===== config.mk =====
export PLATFORM = sky130hd
export DESIGN_NAME = config_loader
export DESIGN_NICKNAME = d
export VERILOG_FILES = /design/src/rtl/config_loader.sv
export SDC_FILE = /design/constraint.sdc
export NUM_CORES = 1
export LEC_CHECK = 0
export CAP_MARGIN = 20
export CELL_PAD_IN_SITES_DETAIL_PLACEMENT = 1
export CELL_PAD_IN_SITES_GLOBAL_PLACEMENT = 2
export CORE_ASPECT_RATIO = 1.5
export CORE_MARGIN = 4
export CORE_UTILIZATION = 24
export CTS_BUF_LIST = sky130_fd_sc_hd__clkbuf_8
export CTS_CLUSTER_SIZE = 14
export DETAILED_ROUTE_END_ITERATION = 8
export PLACE_DENSITY = 0.76
export SLEW_MARGIN = 25
export SYNTH_ARGS = -nofsm -noshare
export SYNTH_HDL_FRONTEND = slang
export SYNTH_SLANG_ARGS = --single-unit

===== constraint.sdc =====
create_clock -name clk -period 1.9 [get_ports clk]
set_clock_uncertainty 0.05 [all_clocks]
set_input_delay 0.38 -clock clk [delete_from_list [all_inputs] [get_ports clk]]
set_output_delay 0.38 -clock clk [all_outputs]
set_load 0.05 [all_outputs]

===== src/rtl/config_loader.sv =====
`default_nettype none
// ============================================================================
// Module   : config_loader
// Purpose  : Streams per-PE configuration entries from a valid/stop source
//            into a PE array. Entries are taken in PE-major order with the
//            context index running fastest. When the final entry has been
//            written, the block issues a single start_exec pulse.
// Option   : define CONFIG_LOADER_ID_CHECK_EN so that each entry's cfg_pe_id
//            is checked against the expected PE. A mismatch locks the FSM in
//            ERROR until reset.
// Revision : 1.0 - initial release
// ============================================================================
module config_loader #(
    parameter int PE_NUM                  = 16,
    parameter int PE_ID_WIDTH             = 4,
    parameter int CONTEXT_SIZE_BIT_LENGTH = 4,
    parameter int INPUT_NUM_BIT_LENGTH    = 3,
    parameter int NEIGHBOR_PE_NUM         = 4,
    parameter int OPERATION_BIT_LENGTH    = 4,
    parameter int DATA_WIDTH              = 16
) (
    input  logic                               clk,
    input  logic                               reset,
    input  logic                               load_start,
    input  logic [CONTEXT_SIZE_BIT_LENGTH-1:0] load_context_max_id,
    input  logic                               cfg_valid,
    output logic                               cfg_stop,
    input  logic [PE_ID_WIDTH-1:0]             cfg_pe_id,
    input  logic [INPUT_NUM_BIT_LENGTH-1:0]    cfg_input_PE_index_1,
    input  logic [INPUT_NUM_BIT_LENGTH-1:0]    cfg_input_PE_index_2,
    input  logic [NEIGHBOR_PE_NUM-1:0]         cfg_output_PE_index,
    input  logic [OPERATION_BIT_LENGTH-1:0]    cfg_op,
    input  logic [DATA_WIDTH-1:0]              cfg_const_data,
    output logic [INPUT_NUM_BIT_LENGTH-1:0]    config_input_PE_index_1,
    output logic [INPUT_NUM_BIT_LENGTH-1:0]    config_input_PE_index_2,
    output logic [NEIGHBOR_PE_NUM-1:0]         config_output_PE_index,
    output logic [OPERATION_BIT_LENGTH-1:0]    config_op,
    output logic [DATA_WIDTH-1:0]              config_const_data,
    output logic [CONTEXT_SIZE_BIT_LENGTH-1:0] config_index,
    output logic [PE_NUM-1:0]                  write_config_data,
    output logic [CONTEXT_SIZE_BIT_LENGTH-1:0] mapping_context_max_id,
    output logic                               start_exec,
    output logic                               busy,
    output logic                               done,
    output logic                               error
);

    typedef enum logic [2:0] {
        S_IDLE  = 3'd0,
        S_LOAD  = 3'd1,
        S_FLUSH = 3'd2,
        S_START = 3'd3,
        S_RUN   = 3'd4,
        S_ERROR = 3'd5
    } state_t;

    state_t                             r_state;
    state_t                             w_next;
    logic [PE_ID_WIDTH-1:0]             r_pe_cnt;
    logic [CONTEXT_SIZE_BIT_LENGTH-1:0] r_ctx_cnt;
    logic [CONTEXT_SIZE_BIT_LENGTH-1:0] r_max_id;
    logic [PE_NUM-1:0]                  r_wr;
    logic [CONTEXT_SIZE_BIT_LENGTH-1:0] r_idx;
    logic [INPUT_NUM_BIT_LENGTH-1:0]    r_in1;
    logic [INPUT_NUM_BIT_LENGTH-1:0]    r_in2;
    logic [NEIGHBOR_PE_NUM-1:0]         r_outp;
    logic [OPERATION_BIT_LENGTH-1:0]    r_op;
    logic [DATA_WIDTH-1:0]              r_data;

    logic w_accept;
    logic w_load_req;
    logic w_last;
    logic w_ctx_wrap;
    logic w_id_bad;
    logic w_write;

    // A load is only honoured from IDLE or RUN; any other state ignores it.
    assign w_load_req = load_start && ((r_state == S_IDLE) || (r_state == S_RUN));
    assign w_accept   = (r_state == S_LOAD) && cfg_valid;
    assign w_ctx_wrap = (r_ctx_cnt == r_max_id);
    assign w_last     = w_ctx_wrap && (r_pe_cnt == PE_ID_WIDTH'(PE_NUM - 1));

`ifdef CONFIG_LOADER_ID_CHECK_EN
    assign w_id_bad = (cfg_pe_id != r_pe_cnt);
`else
    // The PE id is deliberately ignored in this build.
    logic w_unused_pe_id;
    assign w_unused_pe_id = ^cfg_pe_id;
    assign w_id_bad       = 1'b0;
`endif

    assign w_write = w_accept && !w_id_bad;

    // State register.
    always_ff @(posedge clk) begin
        if (reset) r_state <= S_IDLE;
        else       r_state <= w_next;
    end

    // Next-state decode and state-derived status outputs.
    always_comb begin
        w_next     = r_state;
        cfg_stop   = 1'b1;
        busy       = 1'b0;
        done       = 1'b0;
        error      = 1'b0;
        start_exec = 1'b0;
        case (r_state)
            S_IDLE: begin
                if (load_start) w_next = S_LOAD;
            end
            S_LOAD: begin
                cfg_stop = 1'b0;
                busy     = 1'b1;
                if (w_accept) begin
                    if (w_id_bad)    w_next = S_ERROR;
                    else if (w_last) w_next = S_FLUSH;
                end
            end
            S_FLUSH: begin
                busy   = 1'b1;
                w_next = S_START;
            end
            S_START: begin
                busy       = 1'b1;
                start_exec = 1'b1;
                w_next     = S_RUN;
            end
            S_RUN: begin
                done = 1'b1;
                if (load_start) w_next = S_LOAD;
            end
            S_ERROR: begin
`ifdef CONFIG_LOADER_ID_CHECK_EN
                error = 1'b1;
`else
                error = 1'b0;
`endif
            end
            default: w_next = S_IDLE;
        endcase
    end

    // Entry position counters and the latched per-PE context count.
    always_ff @(posedge clk) begin
        if (reset) begin
            r_pe_cnt  <= '0;
            r_ctx_cnt <= '0;
            r_max_id  <= '0;
        end else if (w_load_req) begin
            r_pe_cnt  <= '0;
            r_ctx_cnt <= '0;
            r_max_id  <= load_context_max_id;
        end else if (w_write) begin
            if (w_ctx_wrap) begin
                r_ctx_cnt <= '0;
                r_pe_cnt  <= r_pe_cnt + 1'b1;
            end else begin
                r_ctx_cnt <= r_ctx_cnt + 1'b1;
            end
        end
    end

    // Broadcast register: strobe lasts one cycle, fields hold between writes.
    always_ff @(posedge clk) begin
        if (reset) begin
            r_wr   <= '0;
            r_idx  <= '0;
            r_in1  <= '0;
            r_in2  <= '0;
            r_outp <= '0;
            r_op   <= '0;
            r_data <= '0;
        end else begin
            r_wr <= w_write ? (PE_NUM'(1) << r_pe_cnt) : '0;
            if (w_write) begin
                r_idx  <= r_ctx_cnt;
                r_in1  <= cfg_input_PE_index_1;
                r_in2  <= cfg_input_PE_index_2;
                r_outp <= cfg_output_PE_index;
                r_op   <= cfg_op;
                r_data <= cfg_const_data;
            end
        end
    end

    assign write_config_data       = r_wr;
    assign config_index            = r_idx;
    assign config_input_PE_index_1 = r_in1;
    assign config_input_PE_index_2 = r_in2;
    assign config_output_PE_index  = r_outp;
    assign config_op               = r_op;
    assign config_const_data       = r_data;
    assign mapping_context_max_id  = r_max_id;

endmodule
`default_nettype wire


==> metrics.txt, run 1 <==
outcome=completed; share of async-settable or async-resettable flops after synthesis=0%; buffer type at the clock tree root=clkbuf_8; residual DRC count=0; number of primary I/O pins=101; Worst EP required=1.47 ns; shortest clock period the worst path allows after layout=1.86 ns; max-slew violation count=0; effective utilization at floorplan=24.5%; number of buffers and inverters on the critical path=1; synthesis-to-finish area growth=52.0%; Die W=91.0 um; detailed placer's ending HPWL=5220 um; start point of the worst min-delay path=config_index[0]; Static Leak=0.00162 uW; Design Power=3220 uW; Post-Syn Area per Cell=8.53 um^2; synthesized area=2480 um^2; mux cell area share after synthesis=1.61%; endpoint of the most critical register-to-register path=r_ctx_cnt[3]; sink count of the clock tree=65; Worst R2R Start=r_state[2]; post-detailed-route count of antenna-violating nets=0; longest individual stage delay on the worst path=0.79 ns; type of element capturing the critical path=output pin; most common cell after layout, fill and taps aside=nand2_1; count of cells along the worst hold path=2; routed length per placed instance=13.9 um; placeable core area=10,100 um^2; via count of the routed design=2,307; total nets after synthesis=340; CTS Buf Count=9; endpoint arrival time on the critical path=1.43 ns; element type at the critical path start=register; number of inserted filler cells in the final layout=1,215; share of post-route cells with drive strength above 1=22.7%; flip-flop and latch count after synthesis=65; commonest cells after routing, fill and taps aside=nand2_1, dfxtp_1, buf_4, a21oi_1, clkdlybuf4s50_1; total number of placement rows=45; net count reported at finish=441; highest net fanout along the worst path=1; clock transition at the registers of the reported paths=0.07 ns; via count of the first global-routing pass=2,448; most used flip-flop cell after synthesis=dfxtp_1; adder and majority cell fraction of the synthesized area=3.53%; # setup viols final=0; power per cell area=854 nW/um^2; Final Hold Viols=0; count of maximum capacitance violations=0; share of synthesized area occupied by flip-flops and latches=52.4%; largest buffer count on any clock path=2; first-pass GRT wire length=11,700 um; vias per std cell=4.49; placer's final routability congestion estimate=0.754; Inserted Diodes=0; global route overflow=0; largest net degree at the start of global routing=38; compound-gate portion of the synthesized area=11.3%; main combinational cell family by area after synthesis=simple AND/OR/NAND/NOR gates; final design utilization=37.2%; die height=133 um; Clock H-tree levels=3; clock latency on the worst-skew pair=0.34 ns; unrepaired setup endpoints after global routing=false; Post-Place Cell Area=3530 um^2; sum of routed wire length over all layers=7160 um; CTS tree=built; initial antenna violation count=0; global-route usage over all layers=12.3%; synth unique cells=38; final sum of negative setup slack=0 ns; design area=3770 um^2; slowest stage cell on the critical path=clkdlybuf4s50_1; fmax=538 MHz; area of the multi-input gates=1060 um^2; number of DRC violations after detailed-routing iteration 0=62; number of buffer cells added on primary ports=95; depth of the worst register-to-register path=5; post-synthesis share of cell area spent on and, or, nand and nor gates=24.4%; detailed-router iteration count before antenna repair=4; XOR/XNOR share of the synthesized area=1.41%; Crit Path Category=register to output pin; endpoint of the worst hold-timing path=config_index[0]; start point of the critical path=write_config_data[9]; FF+latch area=1300 um^2; R2R Setup Slk=0.19 ns; warning count from the yosys run=0; type of the most critical hold path=register to register; worst IR drop on VDD=0.000289 V; normalized max-slew margin=66.4%; CP cell instances=clkdlybuf4s50_1; count of flip-flops with a built-in enable after synthesis=0; Die ar.=12,100 um^2; Post-Syn Instances=291; portion of the clock cycle consumed by the worst path in the final layout=97.7%; transition time at the pin with the least slew margin=0.504 ns; largest delay contributor family on the critical path=buffers and inverters
-- worst max-delay path by stage --
stage | end | depth (start not counted)
3_3_place_gp | r_pe_cnt[0] | 5
6_report | write_config_data[9] | 1
4_1_cts | write_config_data[7] | 1
2_1_floorplan | r_pe_cnt[3] | 4
5_1_grt | write_config_data[9] | 1
3_5_place_dp | r_ctx_cnt[3] | 6
-- state kept, by name, summed over array words and instances, names as in the netlist --
register                 flops
write_config_data           16
config_index                 4
r_ctx_cnt                    4
config_const_data           16
r_state                      3
config_input_PE_index_1      3
r_pe_cnt                     4
config_input_PE_index_2      3
mapping_context_max_id       4
config_output_PE_index       4
config_op                    4
-- power by group --
group	internal (uW)	switching, uW
combinational	182	269
clock	806	540
sequential	1400	25.6
-- routing by layer --
metal	track usage (%)	share of wire (%)	vias to the layer above
li1	-	-	1150
met1	11.5	37	1085
met2	23.1	56	59
met3	3.58	4.3	13
met4	7.30	3.1	0
met5	0	0	-
-- cell usage after synthesis (2+ instances only) --
cell type	n	area [um^2]
a21oi_1	38	190
a21oi_2	3	26.3
a31oi_1	2	12.5
and2_1	2	12.5
and3_1	2	12.5
buf_2	6	30.0
buf_6	3	33.8
clkbuf_1	10	37.5
dfxtp_1	65	1300
ha_1	7	87.6
inv_1	4	15.0
mux2i_1	4	40.0
nand2_1	80	300
nand2_2	2	12.5
nand2b_1	2	12.5
nand3_1	5	25.0
nand4_1	2	12.5
nor2_1	23	86.3
nor3_1	6	30.0
o21ai_0	2	10.0
o31ai_1	2	15.0
or3_1	2	12.5
xnor2_1	4	35.0
-- area by class of cell --
cell class | instances | area share, %
inverter | 5 | 0.498
timing repair buffer | 110 | 26.9
tap | 117 | 3.88
clock buffer | 11 | 4.01
multi-input combinational | 201 | 28.1
clock inverter | 5 | 2.06
sequential | 65 | 34.5
-- repair_timing --
item | 4_1_cts | 5_1_grt
gates resized for setup | 8 | 6
hold endpoints to repair | 0 | 0
setup buffers | 0 | 0
hold buffers | 0 | 0
setup endpoints to repair | 7 | 6
-- cell families (layout without fill, tap and decap cells) --
logic type      count (synthesis)  in the layout
compound gates                 50             50
mux                             4              4
xor+xnor                        4              4
simple gates                  135            135
fa+ha+maj                       7              7
flops                          65             65
other cells                     1              1
buf+inv                        25            131
-- stage by stage --
step,hold WS [ns],std cells,worst slack [ns]
finish,0.408,514,0.0429
global route,0.430,514,0.00225
global placement,0.394,498,-0.0166
detailed placement,0.399,498,-0.0679
floorplan,0.435,291,0.156
CTS,0.409,514,0.00211
No activity file was read; power rests on OpenSTA's default activity.
==> inputs of run 2 (changes only) <==
--- a/config.mk
+++ b/config.mk
@@ -15,6 +15,7 @@
 export CTS_CLUSTER_SIZE = 14
 export DETAILED_ROUTE_END_ITERATION = 8
 export PLACE_DENSITY = 0.76
+export RECOVER_POWER = 50
 export SLEW_MARGIN = 25
 export SYNTH_ARGS = -nofsm -noshare
 export SYNTH_HDL_FRONTEND = slang
==> constraint.sdc (replaced) <==
create_clock -name clk -period 1.8 [get_ports clk]
set_clock_uncertainty 0.05 [all_clocks]
set_input_delay 0.36 -clock clk [delete_from_list [all_inputs] [get_ports clk]]
set_output_delay 0.36 -clock clk [all_outputs]
set_load 0.05 [all_outputs]
==> run 2 against run 1 <==
Sequential share of layout area rose by 1.3 points. Non-clock buffer count rose by 9. Combinational power rose by 3%. Setup slack improved by 0.018 ns. Critical path depth rose by 2. Core utilization fell by 1.3 points. Clock power rose by 13%. Via count rose by 0.48%. Sequential power rose by 6%. Final area fell by 3.6%. Highest routed layer unchanged.
==> metrics.txt, run 2 (synthesis gave the netlist of run 1 again) <==
outcome=completed; routed length per placed instance=13.4 um (-4.0%); R2R Setup Slk=0.23 ns (+0.04 ns); Sw Pwr=878 uW (+5.2%); Die W=91.0 um (unchanged); worst IR drop on VDD=0.000386 V (+34%); endpoint arrival time on the critical path=1.33 ns (-0.10 ns); effective utilization at floorplan=24.5% (unchanged); via count of the routed design=2,318 (+0.48%); highest net fanout along the worst path=6 (+5); Die ar.=12,100 um^2 (unchanged); fmax=575 MHz; Final Hold Viols=0 (unchanged); max-slew violation count=0 (unchanged); combinational share of power=13.3% (-0.7 points); number of DRC violations after detailed-routing iteration 0=44 (-29%); number of post-CTS setup repair buffers=0 (unchanged); sink count of the clock tree=65 (unchanged); CTS tree=built; vias per std cell=4.43 (-1.3%); detailed-router iteration count before antenna repair=4 (unchanged); Clock H-tree levels=3 (unchanged); via count of the first global-routing pass=2,463 (+0.61%); number of buffers and inverters on the critical path=1 (unchanged); first-pass GRT wire length=11,700 um (unchanged); initial antenna violation count=0 (unchanged); internal power summed over all cells=2600 uW (+9.1%); synthesis-to-finish area growth=46.6%; power per cell area=958 nW/um^2 (+12%); count of maximum capacitance violations=0 (unchanged); transition time at the pin with the least slew margin=0.642 ns (+0.138 ns); global route overflow=0 (unchanged); Design Power=3480 uW (+8.1%); post-detailed-route count of antenna-violating nets=0 (unchanged); normalized max-slew margin=57.4% (-9.0 points); unrepaired setup endpoints after global routing=false; sum of routed wire length over all layers=7000 um (-2.3%); slowest stage cell on the critical path=dfxtp_2; worst-case setup margin in the final layout=0.0611 ns (+0.0183 ns); Inserted Diodes=0 (unchanged); element type at the critical path start=register; number of primary I/O pins=101 (unchanged); Crit Path Category=register to output pin; portion of the clock cycle consumed by the worst path in the final layout=96.6%; clock latency on the worst-skew pair=0.34 ns (about the same); clock transition at the registers of the reported paths=0.07 ns (about the same); largest delay contributor family on the critical path=simple AND/OR/NAND/NOR gates; number of inserted filler cells in the final layout=1,202 (-1.1%); area of the multi-input gates=1050 um^2 (-0.47%); die height=133 um (unchanged); placer's final routability congestion estimate=0.728 (-3.4%); Worst EP required=1.39 ns (-0.08 ns); proportion of power drawn by flip-flops and latches=43.2% (-1.0 points); share of post-route cells with drive strength above 1=15.3% (-7.4 points); type of the most critical hold path=input port to register; shortest clock period the worst path allows after layout=1.74 ns; type of element capturing the critical path=output pin; largest net degree at the start of global routing=21 (-45%); CTS Buf Count=9 (unchanged); total number of placement rows=45 (unchanged); Switching Fraction=25.2% (-0.69 points); largest buffer count on any clock path=2 (unchanged); Static Leak=0.00136 uW (-16%); commonest cells after routing, fill and taps aside=nand2_1, dfxtp_1, clkbuf_1, a21oi_1, clkdlybuf4s50_1; global-route usage over all layers=12.2% (-0.13 points); placeable core area=10,100 um^2 (unchanged); number of buffer cells added on primary ports=95 (unchanged); portion of total power attributed to the clock network=43.5% (+1.7 points); post-placement worst setup slack=-0.109 ns (-0.0415 ns); FF+latch area=1300 um^2 (unchanged); CP cell instances=nor2b_2 -> and2_1 -> buf_12; longest individual stage delay on the worst path=0.39 ns (-0.40 ns); final sum of negative setup slack=0 ns (unchanged); residual DRC count=0 (unchanged); most common cell after layout, fill and taps aside=nand2_1; detailed placer's ending HPWL=5360 um (+2.6%); # setup viols final=0 (unchanged); net count reported at finish=450 (+2.0%); buffer type at the clock tree root=clkbuf_8
==> run 2: worst reg2reg max path: stages (launching register included) <==
cell and delay [ns]:
dfxtp_1 0.40, xnor2_1 0.14, nand4_1 0.23, buf_4 0.23
or3_1 0.30, a21oi_1 0.15
==> run 2: what timing repair did <==
action | CTS | global route
hold buffers | 0 | 0
endpoints found under the setup margin | 2 | 0
resized for setup | 2 | 0
==> run 2: path summary, 6_finish.rpt <==
check	start	endpoint	cells after the start
worst max-delay path	r_state[0]	start_exec	3
worst min register to register	config_op[2]	config_op[2]	2
worst min-delay path	reset	mapping_context_max_id[1]	2
worst max register to register	mapping_context_max_id[3]	r_pe_cnt[0]	5
==> run 2: power groups by stage <==
stage	Clock (uW)	Sequential (uW)	Combinational, uW
after floorplan	0	1650	154
after global placement	0	1540	496
after detailed placement	0	1540	500
after CTS	1570	1510	502
after global routing	1630	1510	500
final	1520	1500	464
==> run 2: layout make-up <==
| cell class | instances | area share [%] |
|---|---|---|
| clock buffers | 10 | 3.78 |
| clock inverters | 6 | 2.92 |
| inverters | 5 | 0.516 |
| multi-input cells | 201 | 29.0 |
| flip-flops and latches | 65 | 35.8 |
| well taps | 117 | 4.02 |
| repair buffers | 119 | 23.9 |
==> run 2: per-stage QoR <==
stage,instance area (um^2),cells,hold slack (ns),util [%]
after floorplan,2480,291,0.435,-
after global placement,3590,507,0.394,35.4
after detailed placement,3590,507,0.400,35.4
after CTS,3840,523,0.329,37.9
after global routing,3640,523,0.349,35.9
final,3640,523,0.337,35.9
==> run 2: per-layer routing <==
layer | global-route usage (%) | share of wire [%] | wire length, um | vias to the layer above
li1 | - | - | - | 1170
met5 | 0 | 0 | 0 | -
met1 | 12.3 | 38 | 2660 | 1081
met4 | 6.29 | 2.0 | 142 | 0
met3 | 3.36 | 5.3 | 369 | 12
met2 | 22.4 | 55 | 3830 | 55
==> inputs of run 3 (changes only) <==
--- a/config.mk
+++ b/config.mk
@@ -14,7 +14,7 @@
 export CTS_BUF_LIST = sky130_fd_sc_hd__clkbuf_8
 export CTS_CLUSTER_SIZE = 14
 export DETAILED_ROUTE_END_ITERATION = 8
-export PLACE_DENSITY = 0.76
+export PLACE_DENSITY = 0.79
 export RECOVER_POWER = 50
 export SLEW_MARGIN = 25
 export SYNTH_ARGS = -nofsm -noshare
==> constraint.sdc (replaced) <==
create_clock -name clk -period 1.6 [get_ports clk]
set_clock_uncertainty 0.05 [all_clocks]
set_input_delay 0.32 -clock clk [delete_from_list [all_inputs] [get_ports clk]]
set_output_delay 0.32 -clock clk [all_outputs]
set_load 0.05 [all_outputs]
==> run 3 against run 2 <==
Setup slack worse by 0.037 ns. Clock power fell by 16%. Via count is 3.6% higher. Sequential power is 13% higher. Final area rose by 6.1%. Critical path depth grew 1. Hold slack worse by 0.025 ns. Critical path type unchanged.
==> metrics.txt, run 3 (synthesis gave the netlist of run 1 again) <==
endpoint arrival time on the critical path=1.21 ns (-0.12 ns); detailed-router iteration count before antenna repair=4 (unchanged); post-detailed-route count of antenna-violating nets=0 (unchanged); type of the most critical hold path=input port to register; number of primary I/O pins=101 (unchanged); global-route usage over all layers=12.6% (+0.45 points); CTS tree=built; slowest stage cell on the critical path=dfxtp_2; shortest clock period the worst path allows after layout=1.58 ns; CTS Buf Count=9 (unchanged); vias per std cell=4.50 (+1.5%); Die W=91.0 um (unchanged); combinational share of power=16.6% (+3.3 points); length of routed wiring on met1=2660 um (-0.30%); routed length per placed instance=13.6 um (+1.9%); portion of total power attributed to the clock network=36.0% (-7.5 points); # setup viols final=0 (unchanged); worst IR drop on VDD=0.000333 V (-14%); Clock H-tree levels=3 (unchanged); Sw Pwr=977 uW (+11%); outcome=completed; Inserted Diodes=0 (unchanged); most common cell after layout, fill and taps aside=nand2_1; number of buffer cells added on primary ports=95 (unchanged); fmax=635 MHz; Switching Fraction=27.4% (+2.2 points); residual DRC count=0 (unchanged); max-slew violation count=0 (unchanged); clock latency on the worst-skew pair=0.35 ns (about the same); number of buffers and inverters on the critical path=2 (+1); CP cell instances=buf_6 -> nor2_4 -> and2_4 -> buf_12; total number of placement rows=45 (unchanged); final sum of negative setup slack=0 ns (unchanged); R2R Setup Slk=0.04 ns (-0.19 ns); type of element capturing the critical path=output pin; largest delay contributor family on the critical path=flip-flops; highest routed metal layer=met4; count of maximum capacitance violations=0 (unchanged); Design Power=3570 uW (+2.4%); buffer type at the clock tree root=clkbuf_8; element type at the critical path start=register; sum of routed wire length over all layers=7290 um (+4.1%); share of post-route cells with drive strength above 1=32.1% (+17 points); global route overflow=0 (unchanged); Static Leak=0.00161 uW (+18%); Post-Place Cell Area=3920 um^2 (+9.1%); clock transition at the registers of the reported paths=0.07 ns (about the same); largest buffer count on any clock path=2 (unchanged); Crit Path Category=register to output pin; unrepaired setup endpoints after global routing=true; power per cell area=924 nW/um^2 (-3.5%); design area=3860 um^2 (+6.1%); met2 layer wire length in the routed design=3930 um (+2.7%); number of DRC violations after detailed-routing iteration 0=52 (+18%); placeable core area=10,100 um^2 (unchanged); net count reported at finish=462 (+2.7%); Die ar.=12,100 um^2 (unchanged); via count of the first global-routing pass=2,501 (+1.5%); largest net degree at the start of global routing=17 (-19%); placer's final routability congestion estimate=0.733 (+0.63%); routed wire length on met3=517 um (+40%); synthesis-to-finish area growth=55.6%; Final Hold Viols=0 (unchanged); commonest cells after routing, fill and taps aside=nand2_1, dfxtp_1, clkbuf_2, a21oi_1, clkdlybuf4s50_1; portion of the clock cycle consumed by the worst path in the final layout=98.5%; first-pass GRT wire length=12,000 um (+2.2%); worst slack on hold paths=0.312 ns (-0.0249 ns); proportion of power drawn by flip-flops and latches=47.4% (+4.2 points); longest individual stage delay on the worst path=0.32 ns (-0.07 ns); effective utilization at floorplan=24.5% (unchanged); detailed placer's ending HPWL=5650 um (+5.4%); sink count of the clock tree=65 (unchanged); final design utilization=38.1% (+2.2 points); die height=133 um (unchanged); highest net fanout along the worst path=9 (+3); Worst EP required=1.23 ns (-0.16 ns); internal power summed over all cells=2590 uW (-0.61%); via count of the routed design=2,402 (+3.6%); initial antenna violation count=0 (unchanged)
==> run 3: cell count changes in the layout (fill, tap and decap cells not counted), sizes merged <==
cell	previous run	this run
clkinv	1	3
clkinvlp	1	0
clkdlybuf4s50	36	35
dlymetal6s2s	0	1
bufinv	3	0
clkbuf	65	63
buf	28	44
inv	6	5
==> run 3: power groups by stage <==
stage / Combinational, uW / Clock (uW) / Sequential (uW)
floorplan: 173 / 0 / 1860
global placement: 623 / 0 / 1740
detailed placement: 631 / 0 / 1740
CTS: 641 / 1340 / 1700
global route: 633 / 1420 / 1700
finish: 592 / 1280 / 1690
==> run 3: repair_timing <==
action                                  CTS  global route
setup buffers                             1             3
endpoints found under the setup margin    4            34
gates resized for setup                  12             8
hold buffers                              0             0
pin swaps                                 1             3
==> run 3: metal layers <==
metal	track usage, %	vias up
li1	-	1191
met1	12.3	1137
met2	22.7	61
met3	5.01	13
met4	6.54	0
met5	0	-
==> run 3: final cells by class <==
cell class / count / area [um^2]
Multi-Input combinational cell: 201 / 1090
Fill cell: 1206 / 6270
Timing Repair Buffer: 131 / 1110
Sequential cell: 65 / 1320
Clock inverter: 3 / 15.0
Clock buffer: 12 / 165
Tap cell: 117 / 146
Inverter: 5 / 18.8
==> run 3: worst reg2reg max path: cells and delay by family (launching register included) <==
kind	cells	cell delay, ns
AO/OA/AOI/OAI	1	0.39
flip-flops	1	0.38
AND/OR/NAND/NOR	2	0.34
buffers and inverters	1	0.19
XOR/XNOR	1	0.13
==> run 3: per-stage QoR <==
| step | setup slack [ns] | std cells |
|---|---|---|
| floorplan | 0.0348 | 291 |
| global placement | -0.238 | 515 |
| detailed placement | -0.293 | 515 |
| CTS | 0.000888 | 531 |
| global route | -0.0563 | 534 |
| finish | 0.0240 | 534 |
==> run 3: final timing paths <==
check | startpoint | cells after the start | end
setup reg to reg | mapping_context_max_id[1] | 5 | r_state[1]
setup / recovery | r_state[1] | 4 | done
hold reg to reg | config_input_PE_index_2[2] | 2 | config_input_PE_index_2[2]
hold / removal | reset | 2 | mapping_context_max_id[1]
